### src/rtl/axi_rr_arbiter.sv
// rtl/axi_rr_arbiter.sv - round-robin sharing of one AXI4 master port between IFU read, LSU read and LSU write
module axi_rr_arbiter #(
    parameter int ADDR_W = 32,
    parameter int DATA_W = 32,
    parameter int ID_W   = 4
) (
    input  logic                clock,
    input  logic                reset,

    input  logic                m0_arvalid,
    output logic                m0_arready,
    input  logic [ADDR_W-1:0]   m0_araddr,
    input  logic [ID_W-1:0]     m0_arid,
    input  logic [7:0]          m0_arlen,
    input  logic [2:0]          m0_arsize,
    input  logic [1:0]          m0_arburst,
    output logic                m0_rvalid,
    input  logic                m0_rready,
    output logic [DATA_W-1:0]   m0_rdata,
    output logic [1:0]          m0_rresp,
    output logic [ID_W-1:0]     m0_rid,
    output logic                m0_rlast,

    input  logic                m1_arvalid,
    output logic                m1_arready,
    input  logic [ADDR_W-1:0]   m1_araddr,
    input  logic [ID_W-1:0]     m1_arid,
    input  logic [7:0]          m1_arlen,
    input  logic [2:0]          m1_arsize,
    input  logic [1:0]          m1_arburst,
    output logic                m1_rvalid,
    input  logic                m1_rready,
    output logic [DATA_W-1:0]   m1_rdata,
    output logic [1:0]          m1_rresp,
    output logic [ID_W-1:0]     m1_rid,
    output logic                m1_rlast,

    input  logic                m1_awvalid,
    output logic                m1_awready,
    input  logic [ADDR_W-1:0]   m1_awaddr,
    input  logic [ID_W-1:0]     m1_awid,
    input  logic [7:0]          m1_awlen,
    input  logic [2:0]          m1_awsize,
    input  logic [1:0]          m1_awburst,
    input  logic                m1_wvalid,
    output logic                m1_wready,
    input  logic [DATA_W-1:0]   m1_wdata,
    input  logic [DATA_W/8-1:0] m1_wstrb,
    input  logic                m1_wlast,
    output logic                m1_bvalid,
    input  logic                m1_bready,
    output logic [1:0]          m1_bresp,
    output logic [ID_W-1:0]     m1_bid,

    output logic                s_arvalid,
    input  logic                s_arready,
    output logic [ADDR_W-1:0]   s_araddr,
    output logic [ID_W-1:0]     s_arid,
    output logic [7:0]          s_arlen,
    output logic [2:0]          s_arsize,
    output logic [1:0]          s_arburst,
    input  logic                s_rvalid,
    output logic                s_rready,
    input  logic [DATA_W-1:0]   s_rdata,
    input  logic [1:0]          s_rresp,
    input  logic [ID_W-1:0]     s_rid,
    input  logic                s_rlast,

    output logic                s_awvalid,
    input  logic                s_awready,
    output logic [ADDR_W-1:0]   s_awaddr,
    output logic [ID_W-1:0]     s_awid,
    output logic [7:0]          s_awlen,
    output logic [2:0]          s_awsize,
    output logic [1:0]          s_awburst,
    output logic                s_wvalid,
    input  logic                s_wready,
    output logic [DATA_W-1:0]   s_wdata,
    output logic [DATA_W/8-1:0] s_wstrb,
    output logic                s_wlast,
    input  logic                s_bvalid,
    output logic                s_bready,
    input  logic [1:0]          s_bresp,
    input  logic [ID_W-1:0]     s_bid,

    output logic                busy,
    output logic [1:0]          grant
);

    typedef enum logic [2:0] {
        ST_IDLE,
        ST_RD_AR,
        ST_RD_R,
        ST_WR_AW,
        ST_WR_W,
        ST_WR_B
    } state_t;

    state_t     r_state;
    logic [1:0] r_last;
    logic [1:0] r_sel;
    logic [1:0] r_grant;
    logic       r_busy;

    logic [2:0] w_req;
    logic       w_any;
    logic [1:0] w_win;
    logic       w_sel_m1;

    assign w_req    = {m1_awvalid, m1_arvalid, m0_arvalid};
    assign w_any    = |w_req;
    assign w_sel_m1 = (r_sel == 2'd1);
    assign busy     = r_busy;
    assign grant    = r_grant;

    // Search begins one past the previous winner, wrapping modulo 3.
    always_comb begin
        w_win = 2'd0;
        case (r_last)
            2'd0: begin
                if (w_req[1])      w_win = 2'd1;
                else if (w_req[2]) w_win = 2'd2;
                else               w_win = 2'd0;
            end
            2'd1: begin
                if (w_req[2])      w_win = 2'd2;
                else if (w_req[0]) w_win = 2'd0;
                else               w_win = 2'd1;
            end
            default: begin
                if (w_req[0])      w_win = 2'd0;
                else if (w_req[1]) w_win = 2'd1;
                else               w_win = 2'd2;
            end
        endcase
    end

    always_ff @(posedge clock or posedge reset) begin
        if (reset) begin
            r_state <= ST_IDLE;
            r_last  <= 2'd2;
            r_sel   <= 2'd0;
            r_grant <= 2'd3;
            r_busy  <= 1'b0;
        end else begin
            case (r_state)
                ST_IDLE: begin
                    if (w_any) begin
                        r_last  <= w_win;
                        r_sel   <= w_win;
                        r_grant <= w_win;
                        r_busy  <= 1'b1;
                        r_state <= (w_win == 2'd2) ? ST_WR_AW : ST_RD_AR;
                    end
                end
                ST_RD_AR: begin
                    if (s_arready) r_state <= ST_RD_R;
                end
                ST_RD_R: begin
                    if (s_rvalid && s_rready && s_rlast) begin
                        r_state <= ST_IDLE;
                        r_grant <= 2'd3;
                        r_busy  <= 1'b0;
                    end
                end
                ST_WR_AW: begin
                    if (s_awready) r_state <= ST_WR_W;
                end
                ST_WR_W: begin
                    if (m1_wvalid && s_wready && m1_wlast) r_state <= ST_WR_B;
                end
                ST_WR_B: begin
                    if (s_bvalid && m1_bready) begin
                        r_state <= ST_IDLE;
                        r_grant <= 2'd3;
                        r_busy  <= 1'b0;
                    end
                end
                default: begin
                    r_state <= ST_IDLE;
                    r_grant <= 2'd3;
                    r_busy  <= 1'b0;
                end
            endcase
        end
    end

    // Channels are only connected in their owning state; everything else reads as zero.
    always_comb begin
        m0_arready = 1'b0;
        m0_rvalid  = 1'b0;
        m0_rdata   = '0;
        m0_rresp   = '0;
        m0_rid     = '0;
        m0_rlast   = 1'b0;
        m1_arready = 1'b0;
        m1_rvalid  = 1'b0;
        m1_rdata   = '0;
        m1_rresp   = '0;
        m1_rid     = '0;
        m1_rlast   = 1'b0;
        m1_awready = 1'b0;
        m1_wready  = 1'b0;
        m1_bvalid  = 1'b0;
        m1_bresp   = '0;
        m1_bid     = '0;
        s_arvalid  = 1'b0;
        s_araddr   = '0;
        s_arid     = '0;
        s_arlen    = '0;
        s_arsize   = '0;
        s_arburst  = '0;
        s_rready   = 1'b0;
        s_awvalid  = 1'b0;
        s_awaddr   = '0;
        s_awid     = '0;
        s_awlen    = '0;
        s_awsize   = '0;
        s_awburst  = '0;
        s_wvalid   = 1'b0;
        s_wdata    = '0;
        s_wstrb    = '0;
        s_wlast    = 1'b0;
        s_bready   = 1'b0;
        case (r_state)
            ST_RD_AR: begin
                s_arvalid  = 1'b1;
                s_araddr   = w_sel_m1 ? m1_araddr  : m0_araddr;
                s_arid     = w_sel_m1 ? m1_arid    : m0_arid;
                s_arlen    = w_sel_m1 ? m1_arlen   : m0_arlen;
                s_arsize   = w_sel_m1 ? m1_arsize  : m0_arsize;
                s_arburst  = w_sel_m1 ? m1_arburst : m0_arburst;
                m0_arready = !w_sel_m1 && s_arready;
                m1_arready =  w_sel_m1 && s_arready;
            end
            ST_RD_R: begin
                s_rready = w_sel_m1 ? m1_rready : m0_rready;
                if (w_sel_m1) begin
                    m1_rvalid = s_rvalid;
                    m1_rdata  = s_rdata;
                    m1_rresp  = s_rresp;
                    m1_rid    = s_rid;
                    m1_rlast  = s_rlast;
                end else begin
                    m0_rvalid = s_rvalid;
                    m0_rdata  = s_rdata;
                    m0_rresp  = s_rresp;
                    m0_rid    = s_rid;
                    m0_rlast  = s_rlast;
                end
            end
            ST_WR_AW: begin
                s_awvalid  = 1'b1;
                s_awaddr   = m1_awaddr;
                s_awid     = m1_awid;
                s_awlen    = m1_awlen;
                s_awsize   = m1_awsize;
                s_awburst  = m1_awburst;
                m1_awready = s_awready;
            end
            ST_WR_W: begin
                s_wvalid  = m1_wvalid;
                s_wdata   = m1_wdata;
                s_wstrb   = m1_wstrb;
                s_wlast   = m1_wlast;
                m1_wready = s_wready;
            end
            ST_WR_B: begin
                m1_bvalid = s_bvalid;
                m1_bresp  = s_bresp;
                m1_bid    = s_bid;
                s_bready  = m1_bready;
            end
            default: begin
            end
        endcase
    end

endmodule

### config.mk
export PLATFORM = sky130hd
export DESIGN_NAME = axi_rr_arbiter
export DESIGN_NICKNAME = d
export VERILOG_FILES = /design/src/rtl/axi_rr_arbiter.sv
export SDC_FILE = /design/constraint.sdc
export NUM_CORES = 1
export LEC_CHECK = 0
export BUFFER_PORTS_ARGS = -buffer_cell sky130_fd_sc_hd__clkbuf_2
export CORE_AREA = 5 5 185 187
export CTS_BUF_LIST = sky130_fd_sc_hd__clkbuf_16
export CTS_CLUSTER_SIZE = 10
export DETAILED_ROUTE_END_ITERATION = 16
export DIE_AREA = 0 0 190 192
export PLACE_DENSITY = 0.44
export SLEW_MARGIN = 10
export SYNTH_ARGS = -nofsm -noshare
export SYNTH_HDL_FRONTEND = slang
export SYNTH_SLANG_ARGS = --single-unit
export TNS_END_PERCENT = 20
### constraint.sdc
create_clock -name clock -period 1.9 [get_ports clock]
set_clock_uncertainty 0.2 [all_clocks]
set_input_delay 0.095 -clock clock [delete_from_list [all_inputs] [get_ports clock]]
set_output_delay 0.095 -clock clock [all_outputs]
set_load 0.02 [all_outputs]
==> results of run 1 <==
worst max-delay path by stage:
stage | startpoint | to | slack (ns) | cells past startpoint
floorplan | r_state[1] | r_state[0] | 0.10 | 7
global placement | r_sel[1] | m1_rid[0] | 0.05 | 6
detailed placement | r_sel[1] | m1_rvalid | 0.04 | 6
CTS | r_last[0] | m0_rdata[9] | -0.07 | 6
global route | r_state[2] | s_awaddr[4] | -0.16 | 6
finish | r_state[2] | s_awaddr[4] | -0.09 | 6
repair_timing:
action                                  in CTS  in global routing
gates cloned                                 2                  7
resized for setup                           73                375
pin swaps                                    1                 35
hold endpoints to repair                     9                  0
endpoints found under the setup margin     138                203
hold buffers                                 1                  0
buffers inserted                             7                  7
metrics by stage:
step           cells  total power (W)
6_report        1357         0.007628
5_1_grt         1356         0.008152
4_1_cts         1343         0.006587
3_5_place_dp    1329         0.005899
3_3_place_gp    1329         0.005902
2_1_floorplan    424         0.003616
kinds of logic after synthesis:
family	count (synthesis)	share of synthesized area [%]
muxes	4	2.324
AOI/OAI and AO/OA	65	15.26
DFF	9	9.247
and+or+nand+nor	304	66.14
buffers and inverters	42	7.024
routing by layer:
metal,part of all wire (%),vias up
met5,0.18,-
met4,1.6,6
met3,10,23
met2,53,277
met1,35,2119
li1,-,2302
final cells by class:
type	count	area, um^2
timing repair buffer	522	3761
antenna	1	2.502
fill	3633	25320
clock inverter	1	3.754
inverter	6	27.53
sequential	9	232.7
clock buffer	3	75.07
tap	442	553.0
multi-input combinational	373	2312
report_power, final:
part | internal, W | total [W] | switching (W)
sequential | 0.000324 | 0.000428 | 0.000104
combinational | 0.00307 | 0.00683 | 0.00376
clock | 0.000275 | 0.000368 | 0.0000932
cell usage in the layout, fill, tap and decap left out, types with 4 or more instances in the layout:
| master | count |
|---|---|
| clkbuf_16 | 8 |
| inv_1 | 4 |
| buf_4 | 62 |
| buf_12 | 13 |
| a21oi_2 | 10 |
| buf_8 | 25 |
| clkbuf_2 | 337 |
| and2_1 | 124 |
| and2_4 | 53 |
| a21oi_1 | 40 |
| o21a_1 | 5 |
| buf_6 | 63 |
| nor2_4 | 4 |
| nand2_1 | 103 |
| buf_2 | 12 |
flip-flops by register name, summed over array words and instances, names as in the netlist:
register / cells
busy: 1
r_sel: 1
grant: 2
r_last: 2
r_state: 3
critical path: stages (launching register included):
cell	delay, ns
dfrtp_2	0.45
buf_4	0.16
nor3_4	0.17
buf_4	0.17
buf_8	0.17
and2_1	0.15
clkbuf_2	0.17
==> reports/results.txt, run 1 <==
status = complete, but fails checks
failing checks = setup timing
FF-to-FF End = r_state[0]
die height = 192 um
Syn Std Cell Area = 2476 um^2
Syn Nets = 667
Worst Tran Pin Value = 0.4597 ns
worst reg-to-reg setup slack = -0.01 ns
CTS Buf Count = 3
Die Span X = 190 um
routed length per instance = 16.68 um
via count of the routed design = 4727
clock latency on the worst-skew pair = 0.23 ns
drt drc = 0
final net count = 1158
GRT Total Usage = 9.970%
setup slack after placement = 0.03648 ns
Seq/Total Area, Yosys = 9.247%
number of synthesized flops with an enable pin = 0
top cell type's share of synthesized area = 44.72%
CTS Root Cell = clkbuf_16
DRT Wirelength = 22.63 mm
Final period util = 104.6%
placed instance area = 5569 um^2
setup slack after layout = -0.08783 ns
f_max = 503.1 MHz
Core Area = 32290 um^2
via/cell ratio = 3.483
clock-pin slew on the worst setup and hold paths = 0.04 ns
Initial Utilization = 7.669%
total grt overflow = 0
Startpoint Class = flip-flop
Lkg Pwr = 3.818 nW
H-tree levels = 1
area leader, netlist = and2_1
DR pass1 iterations = 5
Worst Path Required = 1.60 ns
number of global-route vias before repair = 4741
GP Congestion = 0.7441
Max Cap Violations = 0
most common cell in the netlist = and2_1
num ports = 477
met3 Use GR = 3.399%
hold_sp = m0_arvalid
final critical-path required period = 1.988 ns
initial antenna violation count = 3
Critical Path AT = 1.69 ns
WHS = 0.008466 ns
die footprint = 36480 um^2
design area = 6968 um^2
RSZ-0062 raised after global routing = yes
RR Startpoint = r_state[0]
WHS Path Cells = 3
Hold Vio Cnt, Final = 0
Layout Area Growth over Synthesis = 181.4%
Ys Warns = 0
Post-Synthesis Cells = 424
DRT iter0 DRCs = 73
critical path class = flip-flop to output pin
register bit total from synthesis = 9
Reg2Reg Depth = 6
Rows = 66
top post-synthesis cells by count = and2_1 (177), nand2_1 (105), a21oi_1 (50), clkbuf_1 (28), nor2_1 (7)
Hold Path End = grant[0]
met2 Use GR = 18.88%
ranking of synthesized cells by area = and2_1 (45%), nand2_1 (16%), a21oi_1 (10%)
Port Buffers = 476
Max Slew Vio Count = 0
clock buffer depth = 2
Setup crit end kind = output pin
Hold Crit Class = primary input to flip-flop
first-pass GRT wire length = 28.13 mm
Final Util = 21.58%
maximum vdd drop = 0.4442 mV
ys flop type = dfrtp_1
Netlist cell types = 36
Final Setup Violations = 92
hpwl dp = 17.99 mm
met1 Use GR = 10.58%
Slew HR = 69.12%
largest net degree at the start of global routing = 53
PD cells = 1095 nW/um^2
crit-path max FO = 13
layout cells sized above 1 = 67.18%
Top Usage Layer GRT = met2
Post-synth ARST share = 100.0%
clock sink total = 9
syn_area_per_cell = 5.840 um^2
TritonCTS clock tree = built
Post-DRT Antenna Nets = 0
Setup TNS Final = -2.591 ns
(Power assumes the default switching activity.)
==> inputs of run 2 (changes only) <==
--- a/config.mk
+++ b/config.mk
@@ -6,12 +6,12 @@
 export NUM_CORES = 1
 export LEC_CHECK = 0
 export BUFFER_PORTS_ARGS = -buffer_cell sky130_fd_sc_hd__clkbuf_2
-export CORE_AREA = 5 5 185 187
-export CTS_BUF_LIST = sky130_fd_sc_hd__clkbuf_16
+export CORE_AREA = 2 2 187 189
+export CTS_BUF_LIST = sky130_fd_sc_hd__clkbuf_4
 export CTS_CLUSTER_SIZE = 10
 export DETAILED_ROUTE_END_ITERATION = 16
-export DIE_AREA = 0 0 190 192
-export PLACE_DENSITY = 0.44
+export DIE_AREA = 0 0 189 191
+export PLACE_DENSITY = 0.43
 export SLEW_MARGIN = 10
 export SYNTH_ARGS = -nofsm -noshare
 export SYNTH_HDL_FRONTEND = slang
==> reports/results.txt, run 2 (synthesis results as in run 1) <==
failing checks = setup timing
Hold Crit Class = primary input to flip-flop
worst reg-to-reg setup slack = 0.05 ns (+0.06 ns)
PD cells = 1112 nW/um^2 (+1.6%)
Post-DRT Antenna Nets = 0 (unchanged)
num ports = 477 (unchanged)
layout cells sized above 1 = 70.57% (+3.4 points)
die footprint = 36100 um^2 (-1.0%)
most frequent cells in the layout = clkbuf_2 (287), and2_1 (125), nand2_1 (96), buf_4 (82), and2_4 (52)
Initial Utilization = 7.258% (-0.41 points)
Hold Vio Cnt, Final = 0 (unchanged)
routed length per instance = 16.71 um (+0.16%)
via/cell ratio = 3.558 (+2.1%)
Design Power = 0.008335 W (+9.3%)
critical path class = flip-flop to output pin
Layout Area Growth over Synthesis = 202.8%
drt drc = 0 (unchanged)
Critical Path AT = 1.69 ns (about the same)
Worst Path Required = 1.60 ns (about the same)
Core Area = 34120 um^2 (+5.7%)
Largest Register = r_state
internal power = 0.004064 W (+11%)
DRT Wirelength = 22.92 mm (+1.3%)
CP Buf/Inv Count = 3 (-1)
final net count = 1158 (unchanged)
RR Startpoint = r_last[0]
H-tree levels = 1 (unchanged)
via count of the routed design = 4882 (+3.3%)
clock buffer depth = 2 (unchanged)
Seq pwr share = 5.1% (-0.5 points)
first-pass GRT wire length = 27.82 mm (-1.1%)
WHS Path Cells = 3 (unchanged)
DRT iter0 DRCs = 105 (+44%)
Final period util = 104.7% (about the same)
Largest register FFs = 3 (unchanged)
Rows = 68 (+3.0%)
Lkg Pwr = 3.937 nW (+3.1%)
largest net degree at the start of global routing = 53 (unchanged)
GRT Total Usage = 10.14% (+0.17 points)
status = complete, but fails checks
number of global-route vias before repair = 4672 (-1.5%)
sw power = 0.004271 W (+7.8%)
total grt overflow = 0 (unchanged)
FF+latch area = 231.5 um^2 (-0.54%)
commonest non-fill, non-tap cell in the layout = clkbuf_2
Comb pwr share = 93.0% (+3.4 points)
TritonCTS clock tree = built
GP Congestion = 0.7749 (+4.1%)
clock-pin slew on the worst setup and hold paths = 0.06 ns (+0.02 ns)
maximum vdd drop = 0.5256 mV (+18%)
Setup crit end kind = output pin
fillcell total = 3750 (+3.2%)
Reg2Reg Depth = 6 (unchanged)
clock latency on the worst-skew pair = 0.26 ns (+0.03 ns)
slowest CP cell = dfrtp_1
initial antenna violation count = 3 (unchanged)
hold_sp = m0_arvalid
CTS Root Cell = clkbuf_4
area of the multi-input gates = 2437 um^2 (+5.4%)
critical path's top delay family = simple AND/OR/NAND/NOR gates
Slew HR = 75.46% (+6.3 points)
die height = 191 um (-0.52%)
Hold Path End = grant[0]
setup slack after layout = -0.08837 ns (-0.0005381 ns)
DR pass1 iterations = 4 (-1)
Sw Ratio = 51.24% (-0.68 points)
clock sink total = 9 (unchanged)
placed instance area = 5518 um^2 (-0.92%)
Port Buffers = 476 (unchanged)
CTS Buf Count = 3 (unchanged)
RSZ-0062 raised after global routing = yes
final critical-path required period = 1.988 ns (+0.0005381 ns)
Worst Tran Pin Value = 0.3677 ns (-0.09203 ns)
FF-to-FF End = r_state[0]
f_max = 502.9 MHz (about the same)
hpwl dp = 16.36 mm (-9.1%)
Critical Path Max Stage Delay = 0.42 ns (-0.03 ns)
CP Cell Sequence = nor2b_4 -> buf_8 -> nor2_4 -> buf_12 -> and2_1 -> clkbuf_8
design area = 7497 um^2 (+7.6%)
Final Setup Violations = 115 (+25%)
Clock power frac = 2.0% (-2.8 points)
crit-path max FO = 20 (+7)
Die Span X = 189 um (-0.53%)
Max Slew Vio Count = 0 (unchanged)
Startpoint Class = flip-flop
Max Cap Violations = 0 (unchanged)
run 2: cell types whose count changed in the layout (fill, tap and decap cells not counted), sizes merged:
| cell | previous run | this run |
|---|---|---|
| clkbuf | 348 | 359 |
| buf | 176 | 166 |
| diode | 1 | 3 |
| inv | 7 | 6 |
run 2: layout make-up:
type	instances	area share (%)
timing repair buffer	522	55.94
multi-input combinational	373	32.51
tap	455	7.593
sequential	9	3.087
clock buffer	4	0.4005
inverter	6	0.3672
antenna	3	0.1001
run 2: worst reg2reg max path: stages (launching register included):
cell and delay (ns):
dfrtp_1 0.42, nand2b_4 0.15, buf_6 0.12, mux2i_4 0.22
nor2_2 0.06, o211a_4 0.26, mux2_4 0.29
run 2: per-stage QoR:
stage / cells / setup TNS [ns] / setup slack [ns] / hold slack (ns) / utilization [%]
3_5_place_dp: 1338 / 0 / 0.1035 / -0.1356 / 16.17
2_1_floorplan: 424 / 0 / 0.1042 / -0.2792 / -
3_3_place_gp: 1338 / 0 / 0.1177 / -0.1347 / 16.17
5_1_grt: 1371 / -15.35 / -0.1630 / 0.04919 / 21.97
4_1_cts: 1357 / -7.069 / -0.1036 / 0.02783 / 19.69
6_report: 1372 / -3.966 / -0.08837 / 0.02843 / 21.97
run 2: per-layer routing:
layer	global-route usage, %	share of wire, %	up-vias
li1	-	-	2314
met1	10.28	35	2221
met2	20.03	53	317
met3	2.956	9.0	28
met4	2.614	2.9	2
met5	0	0.031	-
run 2: worst max-delay path by stage:
stage	startpoint	end	slack, ns	cells past startpoint
final	r_last[0]	m0_rdata[4]	-0.09	6
after global placement	r_sel[1]	r_state[0]	0.12	5
after global routing	r_state[2]	s_awaddr[26]	-0.16	5
after floorplan	r_state[1]	r_state[0]	0.10	7
after detailed placement	r_last[0]	r_state[0]	0.10	5
after CTS	r_state[0]	s_arlen[6]	-0.10	7
run 2: repair_timing:
item	in CTS	in global routing
gates cloned	4	10
setup endpoints to repair	151	220
buffers inserted	10	4
pin swaps	4	41
hold buffers	1	0
resized for setup	242	297
endpoints found under the hold margin	9	0
run 2: power groups by stage:
stage | Clock (W) | Combinational [W] | Sequential (W)
2_1_floorplan | 0 | 0.00318 | 0.000438
3_3_place_gp | 0 | 0.00529 | 0.000401
3_5_place_dp | 0 | 0.00527 | 0.000400
4_1_cts | 0.000171 | 0.00642 | 0.000398
5_1_grt | 0.000180 | 0.00819 | 0.000434
6_report | 0.000166 | 0.00775 | 0.000421
==> inputs of run 3 (changes only) <==
--- a/config.mk
+++ b/config.mk
@@ -6,12 +6,15 @@
 export NUM_CORES = 1
 export LEC_CHECK = 0
 export BUFFER_PORTS_ARGS = -buffer_cell sky130_fd_sc_hd__clkbuf_2
-export CORE_AREA = 2 2 187 189
+export CELL_PAD_IN_SITES_DETAIL_PLACEMENT = 2
+export CELL_PAD_IN_SITES_GLOBAL_PLACEMENT = 2
+export CORE_AREA = 2 2 186 188
 export CTS_BUF_LIST = sky130_fd_sc_hd__clkbuf_4
 export CTS_CLUSTER_SIZE = 10
 export DETAILED_ROUTE_END_ITERATION = 16
-export DIE_AREA = 0 0 189 191
-export PLACE_DENSITY = 0.43
+export DIE_AREA = 0 0 188 190
+export GPL_TIMING_DRIVEN = 1
+export PLACE_DENSITY = 0.82
 export SLEW_MARGIN = 10
 export SYNTH_ARGS = -nofsm -noshare
 export SYNTH_HDL_FRONTEND = slang
==> reports/results.txt, run 3 (synthesis results as in run 1) <==
die height = 190 um (-0.52%)
via/cell ratio = 3.754 (+5.5%)
DR pass1 iterations = 4 (unchanged)
Setup crit end kind = output pin
Hold Vio Cnt, Final = 0 (unchanged)
hpwl dp = 20.23 mm (+24%)
final net count = 1173 (+1.3%)
fin cells = 1384 (+0.87%)
Reg2Reg Depth = 8 (+2)
# diodes = 0 (-3)
clock-pin slew on the worst setup and hold paths = 0.07 ns (about the same)
Largest register FFs = 3 (unchanged)
first-pass GRT wire length = 38.56 mm (+39%)
Worst Tran Pin Value = 0.4506 ns (+0.08290 ns)
final critical-path required period = 2.055 ns (+0.06622 ns)
status = complete, but fails checks
maximum vdd drop = 0.3258 mV (-38%)
Slew HR = 69.82% (-5.6 points)
worst reg-to-reg setup slack = -0.10 ns (-0.15 ns)
Hold Crit Class = primary input to flip-flop
critical path class = flip-flop to output pin
Die Span X = 188 um (-0.53%)
DRT Wirelength = 30.73 mm (+34%)
most frequent cells in the layout = clkbuf_2 (268), and2_1 (110), clkbuf_8 (99), nand2_1 (89), and2_4 (67)
Core Area = 33950 um^2 (-0.50%)
Startpoint Class = flip-flop
Hold Path End = r_state[2]
FF-to-FF End = r_state[0]
setup slack after layout = -0.1546 ns (-0.06622 ns)
Max Cap Violations = 0 (unchanged)
Largest Register = r_state
drt drc = 0 (unchanged)
DP Cell Count = 1335 (-0.22%)
Layout Area Growth over Synthesis = 244.8%
clock buffer depth = 2 (unchanged)
die footprint = 35720 um^2 (-1.0%)
failing checks = setup timing
routed length per instance = 22.20 um (+33%)
Lkg Pwr = 4.199 nW (+6.7%)
Final Setup Violations = 225 (+96%)
crit-path max FO = 10 (-50%)
CTS Buf Count = 3 (unchanged)
total grt overflow = 0 (unchanged)
TritonCTS clock tree = built
CTS Root Cell = clkbuf_4
Critical Path AT = 1.76 ns (+0.07 ns)
WHS = 0.1103 ns (+0.08183 ns)
GRT Total Usage = 14.54% (+4.4 points)
Port Buffers = 476 (unchanged)
H-tree levels = 1 (unchanged)
layout cells sized above 1 = 75.13% (+4.6 points)
f_max = 486.7 MHz (-3.2%)
fillcell total = 3872 (+3.3%)
Final period util = 108.1% (+3.5 points)
clock sink total = 9 (unchanged)
hold_sp = s_wready
largest net degree at the start of global routing = 51 (-3.8%)
num ports = 477 (unchanged)
Initial Utilization = 7.294% (+0.036 points)
PD cells = 1182 nW/um^2 (+6.3%)
Max Slew Vio Count = 0 (unchanged)
via count of the routed design = 5196 (+6.4%)
WHS Path Cells = 4 (+1)
number of global-route vias before repair = 5815 (+24%)
Worst Path Required = 1.60 ns (about the same)
Rows = 68 (unchanged)
RSZ-0062 raised after global routing = yes
Post-DRT Antenna Nets = 0 (unchanged)
Design Power = 0.01009 W (+21%)
RR Startpoint = r_state[0]
clock latency on the worst-skew pair = 0.27 ns (about the same)
DRT iter0 DRCs = 81 (-23%)
initial antenna violation count = 0 (-3)
commonest non-fill, non-tap cell in the layout = clkbuf_2
GP Congestion = 0.8318 (+7.3%)
==> run 3: cell types whose count changed in the layout (fill, tap and decap cells not counted), moves of 15 or more <==
cell      delta
buf_4       -55
clkbuf_8    +61
and2_4      +15
buf_6       +44
clkbuf_2    -19
and2_1      -15
a21oi_4     +26
==> run 3: per-stage QoR <==
stage          instance area [um^2]  setup WS, ns  utilization [%]  setup TNS [ns]
6_report                       8538       -0.1546            25.15          -12.40
3_3_place_gp                   5508        0.1025            16.22               0
2_1_floorplan                  2476        0.1042                -               0
3_5_place_dp                   5508       0.06220            16.22               0
4_1_cts                        7629       -0.1154            22.47          -12.87
5_1_grt                        8538       -0.2135            25.15          -28.96
==> run 3: routing by layer <==
| layer | vias up | global-route usage [%] | routed length (um) |
|---|---|---|---|
| li1 | 2345 | - | - |
| met3 | 32 | 3.450 | 2091 |
| met4 | 0 | 3.301 | 727 |
| met5 | - | 0 | 0 |
| met2 | 311 | 31.07 | 17620 |
| met1 | 2508 | 13.59 | 10290 |
==> run 3: where the power goes <==
part	internal, W	switching, W
registers	0.000323	0.000111
clock network	0.0000956	0.0000816
logic	0.00455	0.00493
total	0.00496	0.00512
==> run 3: how the worst max path moves through the flow <==
stage                              end  startpoint  cells after the start
final                     m0_rdata[22]    r_sel[1]                      8
after global routing      m0_rdata[22]    r_sel[1]                      8
after CTS                   s_arlen[7]   r_last[0]                      5
after detailed placement  s_araddr[22]  r_state[0]                      7
after global placement      r_state[0]    r_sel[1]                      5
after floorplan             r_state[0]  r_state[1]                      7
==> run 3: area by class of cell <==
cell class | instances | area [um^2] | area share (%)
repair buffers | 537 | 4938 | 57.84
multi-input cells | 373 | 2743 | 32.12
well taps | 455 | 569.3 | 6.668
flip-flops and latches | 9 | 232.7 | 2.726
clock buffers | 4 | 30.03 | 0.3517
inverters | 6 | 25.02 | 0.2931
==> run 3: worst max-delay path: stages, from the launching register on <==
cell and delay [ns]:
dfrtp_1 0.40, buf_6 0.13, nor2b_4 0.12, buf_12 0.16, nor2_4 0.05, buf_12 0.13, clkbuf_16 0.16, and2_1 0.17
clkbuf_2 0.16
==> run 3: timing repair <==
item | in CTS | in global routing
setup endpoints to repair | 219 | 235
gates resized for setup | 421 | 273
hold buffers | 1 | 1
buffers inserted | 23 | 6
hold endpoints to repair | 9 | 1
pin swaps | 8 | 55
gates cloned | 7 | 11
